File: config.mk
export PLATFORM = sky130hd
export DESIGN_NAME = vector_assembler
export DESIGN_NICKNAME = d
export VERILOG_FILES = /design/src/rtl/vector_assembler.sv
export SDC_FILE = /design/constraint.sdc
export NUM_CORES = 1
export LEC_CHECK = 0
export CAP_MARGIN = 10
export CELL_PAD_IN_SITES_DETAIL_PLACEMENT = 1
export CELL_PAD_IN_SITES_GLOBAL_PLACEMENT = 2
export CORE_UTILIZATION = 26
export DETAILED_ROUTE_END_ITERATION = 8
export GPL_ROUTABILITY_DRIVEN = 0
export PLACE_DENSITY_LB_ADDON = 0.2
export SLEW_MARGIN = 40
export SYNTH_ARGS = -nofsm -noshare
export SYNTH_HDL_FRONTEND = slang
export SYNTH_SLANG_ARGS = --single-unit
File: constraint.sdc
create_clock -name i_clk -period 2.5 [get_ports i_clk]
set_input_delay 0.25 -clock i_clk [delete_from_list [all_inputs] [get_ports i_clk]]
set_output_delay 0.25 -clock i_clk [all_outputs]
set_load 0.1 [all_outputs]
File: src/rtl/vector_assembler.sv
// Gathers four lane-tagged scalar writes into one vector; presented one cycle after the commit or completing write.
// Backpressure: while a vector is pending (o_valid=1) no scalar write is accepted (o_ready=0) until i_ready takes it.
module vector_assembler #(
  parameter int WIDTH       = 32,
  parameter bit AUTO_COMMIT = 1'b1
) (
  input  logic               i_clk,
  input  logic               i_reset,
  input  logic               i_valid,
  output logic               o_ready,
  input  logic [1:0]         i_index,
  input  logic [WIDTH-1:0]   i_data,
  input  logic               i_commit,
  output logic               o_valid,
  input  logic               i_ready,
  output logic [4*WIDTH-1:0] o_vector,
  output logic [3:0]         o_mask
);

  typedef enum logic {
    COLLECT = 1'b0,
    OUTPUT  = 1'b1
  } state_t;

  state_t             state;
  state_t             state_next;
  logic [4*WIDTH-1:0] staging;
  logic [3:0]         mask;
  logic [3:0]         mask_wr;
  logic               wr_acc;
  logic               emit;

  assign o_ready  = (state == COLLECT);
  assign o_valid  = (state == OUTPUT);
  assign o_vector = staging;
  assign o_mask   = mask;

  assign wr_acc  = i_valid && o_ready;
  assign emit    = o_valid && i_ready;
  assign mask_wr = mask | (4'b0001 << i_index);

  always_ff @(posedge i_clk) begin
    if (i_reset) begin
      state <= COLLECT;
    end else begin
      state <= state_next;
    end
  end

  always_comb begin
    state_next = state;
    case (state)
      COLLECT: begin
        if (wr_acc && (i_commit || (AUTO_COMMIT && (mask_wr == 4'b1111)))) begin
          state_next = OUTPUT;
        end
      end
      OUTPUT: begin
        if (i_ready) begin
          state_next = COLLECT;
        end
      end
      default: state_next = COLLECT;
    endcase
  end

  // Lane 0 (x) lives in the MSBs; lanes are stored bit-exact.
  always_ff @(posedge i_clk) begin
    if (i_reset) begin
      staging <= '0;
      mask    <= '0;
    end else if (emit) begin
      staging <= '0;
      mask    <= '0;
    end else if (wr_acc) begin
      for (int n = 0; n < 4; n++) begin
        if (i_index == n[1:0]) begin
          staging[(3-n)*WIDTH +: WIDTH] <= i_data;
        end
      end
      mask <= mask_wr;
    end
  end

endmodule

==> run_results.csv <==
group,metric,value,unit
run_status,outcome,"finished clean",
die,core,17900,sq um
synthesis,synth-xor-area-share,0,%
cts,tritoncts,"built",
synthesis,synth-simple-area-share,23.6,%
worst_setup_path,end_kind,"primary output",
global_route,gr-usage-all-layers,18.0,%
timing,setup_violations,0,
die,die_h,137,um
worst_setup_path,path_class,"reg -> out",
die,initial_core_util,26.5,%
hold_path,min_from,"o_vector[48]",
global_route,grt_overflow_total,0,
timing,rsz0062_at_grt,"false",
place,post-place-ws,0.467,ns
routing,drc,0,
worst_setup_path,crit_buf_inv,1,
worst_setup_path,crit_path_cell_trace,"buf_4",
synthesis,synth_cells,592,
synthesis,synth_fa_ha_area_share,0,%
timing,setup-tns-final,0,ns
worst_setup_path,crit_path_start_kind,"register",
worst_setup_path,rr_startpoint,"o_valid",
flow_run,max-cap-violations,0,
worst_setup_path,max_stage_delay,0.65,ns
hold_path,min_path_type,"reg -> reg",
timing,tightest_slew,0.536,ns
cts,path_clk_slew,0.05,ns
cts,clock_latency,0.41,ns
worst_setup_path,reg2reg_slack,0.82,ns
worst_setup_path,crit_fanout,12,
worst_setup_path,worst_r2r_endpoint,"o_vector[120]",
timing,post-route-period-util,68.4,%
cts,clock_path_buffers,2,
global_route,grt_pass1_vias,4547,
routing,drt_wl_total,16.6,mm
timing,finalCriticalPeriod,1.71,ns
synthesis,synth_compound_area_share,14.4,%
synthesis,synthMuxAreaShare,0,%
worst_setup_path,slowest_stage,"dfxtp_1",
die,die_w,137,um
pwr,max-vdd-ir-drop,0.000471,V
synthesis,syn_nets,631,
worst_setup_path,cp_top_family,"flip-flops",
cts,cts_setup_buffers,0,
timing,max_slew_margin,64.2,%
pwr,leakage,0.00273,uW
hold_path,holdPathStages,2,
pwr,power_density,799,nW/um^2
global_route,grt_pass1_wl,25.1,mm
die,rows,49,
cts,root_buffer,"clkbuf_16",
routing,drt_pass1_iterations,4,
cts,ctsHoldBuffers,0,
finish,syn2layout_area_growth,45.9,%
synthesis,postSynthAreaPerCell,8.02,sq um
synthesis,synth-warning-count,0,
worst_setup_path,r2r_cells,3,
timing,final_hold_viol_count,0,
synthesis,synth_area,4750,sq um
worst_setup_path,crit_required,2.25,ns
routing,wire_per_inst,16.7,um
synthesis,synth_top_family_by_area,"simple AND/OR/NAND/NOR gates",
synthesis,synth_seq_cells,133,
place,dp_hpwl,11.7,mm
finish,drive_above_1_share,24.8,%
timing,fmax,585,MHz
timing,clock_skew,0.00585,ns
die,ios,173,
synthesis,seq_area_frac_synth,56.1,%
timing,slew_viol_final,0,
routing,routed_via_density,4.61,
global_route,antenna_found_initial,0,
finish,fin_nets,795,
cts,cts.sinks,133,
cts,cts_buffers,17,
cts,post_cts_resized,0,
finish,antennaDiodeCount,0,
routing,ant_nets,0,
routing,drtIter0Drc,206,
timing,setup_ws,0.789,ns
routing,dr_total_vias,4587,
hold_path,hold_path_end,"o_vector[48]",
worst_setup_path,cp.arrival,1.46,ns
cts,h-tree-depth,4,
global_route,grt_start_max_net_pins,43,
place,io_buffers,172,
die,die_area,18800,sq um
synthesis,synthDistinctLibCells,25,
-- routing by layer --
metal	GRT usage (%)	wire length, um	vias to the layer above
met3	4.85	753	18
met4	6.17	218	0
met2	29.5	7990	103
met1	22.8	7650	2226
li1	-	-	2240
met5	0	0	-
-- stage by stage --
stage	cells	instance area [sq um]	hold WS, ns	total power, uW	utilization [%]
CTS	994	6930	0.458	5610	38.7
global route	994	6930	0.469	5750	38.7
finish	994	6930	0.454	5540	38.7
global placement	966	6380	0.442	3230	35.6
detailed placement	966	6380	0.450	3240	35.6
floorplan	592	4750	0.386	2950	-
-- logic make-up (layout without fill, tap and decap cells) --
group	Yosys count	after routing
and+or+nand+nor	276	276
AOI/OAI and AO/OA	133	133
buffers and inverters	50	223
DFF	133	133
-- worst max-delay path by stage --
stage	start	end	slack [ns]	depth (start not counted)
2_1_floorplan	o_valid	o_valid	0.18	4
3_3_place_gp	i_index[0]	o_vector[110]	0.53	6
3_5_place_dp	i_valid	o_vector[80]	0.47	5
4_1_cts	o_valid	o_valid	0.76	1
5_1_grt	o_valid	o_vector[120]	0.69	3
6_report	o_valid	o_valid	0.79	1
-- synthesized netlist by cell type --
library cell	count	area, sq um
a41oi_1	1	8.76
a21o_1	1	7.51
dfxtp_1	133	2660
inv_1	2	7.51
nor2_1	7	26.3
clkbuf_1	9	33.8
buf_4	6	45.0
clkbuf_2	1	5.00
o211ai_1	1	7.51
or3_1	1	6.26
and4b_1	1	10.0
or4b_1	1	10.0
buf_2	28	140
or3b_1	1	8.76
nand4_1	1	6.26
a21oi_1	128	641
a311o_1	1	10.0
buf_8	1	15.0
nand2_1	256	961
nand4b_1	3	26.3
nor4b_4	1	23.8
nand4bb_1	2	22.5
a21oi_2	1	8.76
nor4bb_1	2	20.0
buf_6	3	33.8
-- layout make-up --
class | instances | area [sq um]
Clock buffer | 23 | 498
Clock inverter | 5 | 50.0
Fill cell | 2127 | 11000
Inverter | 2 | 7.51
Multi-Input combinational cell | 409 | 1850
Sequential cell | 133 | 2660
Tap cell | 229 | 287
Timing Repair Buffer | 193 | 1570
-- flip-flops by register name, summed over array words and instances, names as in the netlist --
| name | cells |
|---|---|
| o_mask | 4 |
| o_vector | 128 |
| o_valid | 1 |
-- report_power, final --
part	internal, uW	leakage, uW	total (uW)	switching [uW]
sequential	2190	0.00108	2230	44.6
clock	1470	0.000276	2350	876
combinational	220	0.00137	957	737
-- layout by cell type (no fill, tap or decap), drive strengths merged, types with 2 or more instances in the layout --
| cell | Yosys | layout |
|---|---|---|
| nand4bb | 2 | 2 |
| nand2 | 256 | 256 |
| clkdlybuf4s50 | 0 | 38 |
| buf | 38 | 155 |
| nand4b | 3 | 3 |
| nor2 | 7 | 7 |
| clkinv | 0 | 4 |
| clkbuf | 10 | 23 |
| inv | 2 | 2 |
| a21oi | 129 | 129 |
| dfxtp | 133 | 133 |
| nor4bb | 2 | 2 |
(Power assumes the default switching activity.)
==> RTL edit 1 (same settings) <==
Change the parameter `WIDTH` from 32 to 48.
--- a/src/rtl/vector_assembler.sv
+++ b/src/rtl/vector_assembler.sv
@@ -3,3 +3,3 @@
 module vector_assembler #(
-  parameter int WIDTH       = 32,
+  parameter int WIDTH       = 48,
   parameter bit AUTO_COMMIT = 1'b1
Ports: changed (resized i_data and o_vector); port bits go from 173 to 253. The function was not compared with the original's and may differ.
==> RTL edit 1 against the unedited design <==
  * Via count rose by 42%
  * Synthesized area rose by 44%
  * Sequential cell count rose by 64
  * Register-to-register slack barely moved
  * Largest power group is now sequential cells
  * Total power rose by 34%
  * Setup slack improved by 0.031 ns
  * Clock power rose by 17%
  * First-iteration DRC count rose by 24%
  * Maximum frequency rose by 1.8%
  * Design area rose by 42%
  * Wire length rose by 47%
==> RTL edit 1: results (changes against the unedited design) <==
stage;metric;value;unit;change
placed_design;place_hpwl;15.6;mm;was 11.7 mm
global_routing;grt_pass1_wl;37.5;mm;was 25.1 mm
synth;syn_inst;867;;was 592
global_routing;grt_max_degree;97;;was 43
worst_setup_path;worst-path-max-fanout;49;;was 12
placed_design;port-buffer-count;252;;was 172
global_routing;grt_pass1_vias;6438;;was 4547
synth;synth_seq_area_share;0.577;;was 0.561
worst_setup_path;cp_slowest_cell;or4b_2;;was dfxtp_1
route;routed_via_density;4.57;;was 4.61
synth;syn-num-nets;922;;was 631
placed_design;pre_cts_slack;0.555;ns;was 0.467 ns
synth;synthTopCellsByArea;dfxtp_1 58%, nand2_1 21%, a21oi_1 14%;;was dfxtp_1 56%, nand2_1 20%, a21oi_1 13%
synth;synthTopCellsByCount;384 x nand2_1, 197 x dfxtp_1, 193 x a21oi_1;;was 256 x nand2_1, 133 x dfxtp_1, 128 x a21oi_1
placed_design;dp_cells;1400;;was 966
finish;drive_above_1_share;0.233;;was 0.248
clock_network;clk_pin_slew;0.07;ns;was 0.05 ns
power_and_ir_drop;leakage;0.00384;uW;was 0.00273 uW
finish;largest_reg_flops;192;;was 128
route;dr_total_vias;6536;;was 4587
power_and_ir_drop;ir_worst_vdd;0.000391;V;was 0.000471 V
run_status;status;finished clean;;unchanged
sta;max_clock_freq;0.595;GHz;was 0.585 GHz
route;drtIter0Drc;256;;was 206
global_routing;grt_use_total;0.182;;was 0.180
clock_network;clk_latency;0.43;ns;was 0.41 ns
worst_setup_path;cpPeakStageDelay;0.70;ns;was 0.65 ns
sta;slew_headroom;0.681;;was 0.642
[RTL edit 1: cell types whose count changed after synthesis, sizes merged, moves of 3 or more]
cell and delta:
a21oi +64, buf -3, clkbuf +22, dfxtp +64
nand2 +128
[RTL edit 1: per-stage QoR]
| stage | power, uW | hold slack (ns) |
|---|---|---|
| 6_report | 7440 | 0.457 |
| 5_1_grt | 7730 | 0.470 |
| 4_1_cts | 7560 | 0.440 |
| 3_5_place_dp | 4770 | 0.447 |
| 3_3_place_gp | 4760 | 0.442 |
| 2_1_floorplan | 4330 | 0.386 |
[RTL edit 1: cells by family (layout without fill, tap and decap cells)]
kind of cell / Yosys count / after routing / synth area share
flops: 197 / 197 / 0.577
simple gates: 404 / 404 / 0.234
buf+inv: 69 / 303 / 0.0434
compound gates: 197 / 197 / 0.146
[RTL edit 1: where the power goes]
part	internal [uW]	switching, uW
logic	311	1080
clock network	1440	1330
registers	3240	56.5
[RTL edit 1: layout make-up]
| type | count | area, um2 |
|---|---|---|
| Inverter | 2 | 7.51 |
| Sequential cell | 197 | 3940 |
| Tap cell | 330 | 413 |
| Multi-Input combinational cell | 601 | 2650 |
| Clock buffer | 18 | 439 |
| Clock inverter | 13 | 136 |
| Timing Repair Buffer | 270 | 2270 |
| Fill cell | 3082 | 15600 |
[RTL edit 1: routing by layer]
metal | share of wire | GRT usage | vias up
li1 | - | - | 3243
met1 | 0.46 | 0.228 | 3106
met2 | 0.46 | 0.299 | 165
met3 | 0.069 | 0.0563 | 22
met4 | 0.012 | 0.0505 | 0
met5 | 0 | 0 | -
[RTL edit 1: worst paths after layout]
check / start / endpoint / depth (start not counted)
setup / recovery: o_valid$_SDFF_PP0_ / o_vector[184]$_SDFFE_PP0P_ / 4
setup reg to reg: o_valid$_SDFF_PP0_ / o_vector[184]$_SDFFE_PP0P_ / 4
hold / removal: o_vector[73]$_SDFFE_PP0P_ / o_vector[73]$_SDFFE_PP0P_ / 2
hold reg to reg: o_vector[73]$_SDFFE_PP0P_ / o_vector[73]$_SDFFE_PP0P_ / 2
[RTL edit 1: critical path: cells and delay by family (launching register included)]
family | cells | cell delay, ns
compound gates | 1 | 0.06
buf+inv | 1 | 0.23
flops | 1 | 0.43
simple gates | 2 | 0.81
==> RTL edit 2 (same settings) <==
Made on the original files. Reset style: asynchronous (`i_reset`), changed in 2 clocked blocks.
--- a/src/rtl/vector_assembler.sv
+++ b/src/rtl/vector_assembler.sv
@@ -41,3 +41,3 @@
 
-  always_ff @(posedge i_clk) begin
+  always_ff @(posedge i_clk or posedge i_reset) begin
     if (i_reset) begin
@@ -67,3 +67,3 @@
   // Lane 0 (x) lives in the MSBs; lanes are stored bit-exact.
-  always_ff @(posedge i_clk) begin
+  always_ff @(posedge i_clk or posedge i_reset) begin
     if (i_reset) begin
Check against the original RTL: differs if i_reset is asserted again (counterexample within 4 cycles, from zero or initial values and one cycle with i_reset high); with i_reset held inactive, the same outputs for 4 cycles.
==> RTL edit 2 against the unedited design <==
  * Wire length up 9.2%
  * Non-clock buffer count down 1
  * Synthesized area up 13%
  * Sequential cell count unchanged
  * Maximum frequency down 7.6%
  * Design area up 12%
  * Critical path depth up 3
  * Worst hold slack worse by 0.39 ns
  * Setup slack worse by 0.14 ns
Power is not compared: it rests on default switching activity, and its combinational part moved more than twofold at a synthesized area within 25%.
==> RTL edit 2: results (changes against the unedited design) <==
stage;metric;value;unit;change
global_routing;grt_max_degree;132;;was 43
route;routed_via_density;4.58;;was 4.61
global_routing;grt_pass1_vias;5003;;was 4547
synth;async_flop_share;1.00;;was 0
worst_setup_path;cp_slowest_cell;nand4bb_2;;was dfxtp_1
synth;synthTopCellsByCount;256 x nand2_1, 133 x dfrtp_1, 128 x a21oi_1;;was 256 x nand2_1, 133 x dfxtp_1, 128 x a21oi_1
finish;design.seq.count;133;;unchanged
worst_setup_path;r2r_setup_slack;0.65;ns;was 0.82 ns
finish;inverters;3;;was 2
synth;synth_cell_types;22;;was 25
finish;drive_above_1_share;0.254;;was 0.248
placed_design;pre_cts_slack;0.398;ns;was 0.467 ns
run_status;status;finished clean;;unchanged
placed_design;dp_cells;1005;;was 966
placed_design;place_area;0.00710;mm2;was 0.00638 mm2
global_routing;grt_pass1_wl;28.6;mm;was 25.1 mm
finish;multi_input_area_share;0.237;;was 0.268
finish;buffer_area_frac;0.209;;was 0.227
placed_design;place_hpwl;12.0;mm;was 11.7 mm
worst_hold_path;hp-class;in -> async;;was reg -> reg
route;dr_total_vias;4754;;was 4587
synth;synthTopCellsByArea;dfrtp_1 62%, nand2_1 18%, a21oi_1 12%;;was dfxtp_1 56%, nand2_1 20%, a21oi_1 13%
route;drtIter0Drc;152;;was 206
worst_setup_path;worst-path-max-fanout;22;;was 12
worst_setup_path;rr_endpoint;o_vector[47]$_DFFE_PP0P_;;was o_vector[120]$_SDFFE_PP0P_
worst_setup_path;cp-end-kind;flop;;was primary output
finish;buffers;192;;was 193
sta;skew;0.00998;ns;was 0.00585 ns
worst_setup_path;crit_start;o_valid$_DFF_PP0_;;was o_valid$_SDFF_PP0_
finish;seq_share;0.430;;was 0.384
route;drt_wl_total;18.1;mm;was 16.6 mm
synth;synth_seq_area_share;0.619;;was 0.561
finish;clock_buffers;21;;was 23
global_routing;grt_use_total;0.176;;was 0.180
finish;fin_nets;794;;was 795
-- RTL edit 2: cell types whose count changed in the layout (fill, tap and decap cells not counted), sizes merged, moves of 2 or more --
| cell | unedited run | this run |
|---|---|---|
| nand4b | 3 | 1 |
| dfrtp | 0 | 133 |
| dfxtp | 133 | 0 |
| nor2 | 7 | 9 |
| clkinvlp | 0 | 4 |
| clkbuf | 23 | 21 |
-- RTL edit 2: worst max-delay path: cells and delay by family, from the launching register on --
family,cells,cell delay [ns]
buffers and inverters,1,0.34
and+or+nand+nor,2,0.74
AOI/OAI and AO/OA,1,0.06
DFF,1,0.57
-- RTL edit 2: logic make-up after synthesis --
family	share of synthesized area
AO/OA/AOI/OAI	0.124
AND/OR/NAND/NOR	0.207
multiplexers	0.00209
buffers and inverters	0.0491
flip-flops	0.619
-- RTL edit 2: worst min path at each step --
stage          slack [ns]                         to  cells past startpoint
2_1_floorplan        0.38  o_vector[100]$_DFFE_PP0P_                      2
3_3_place_gp         0.50      o_mask[2]$_DFFE_PP0P_                      2
3_5_place_dp         0.50      o_mask[2]$_DFFE_PP0P_                      2
4_1_cts              0.04      o_mask[2]$_DFFE_PP0P_                      2
5_1_grt              0.07      o_mask[2]$_DFFE_PP0P_                      2
6_report             0.07      o_mask[3]$_DFFE_PP0P_                      2
-- RTL edit 2: metal layers --
layer	wire length, um	GRT usage	up-vias
li1	-	-	2235
met1	8180	0.228	2385
met2	8770	0.283	119
met3	968	0.0486	15
met4	217	0.0584	0
met5	0	0	-
-- RTL edit 2: power breakdown --
| part | total, uW | internal, uW | switching, uW |
|---|---|---|---|
| clock network | 2540 | 1580 | 962 |
| logic | 4050 | 756 | 3300 |
| registers | 2740 | 2500 | 241 |
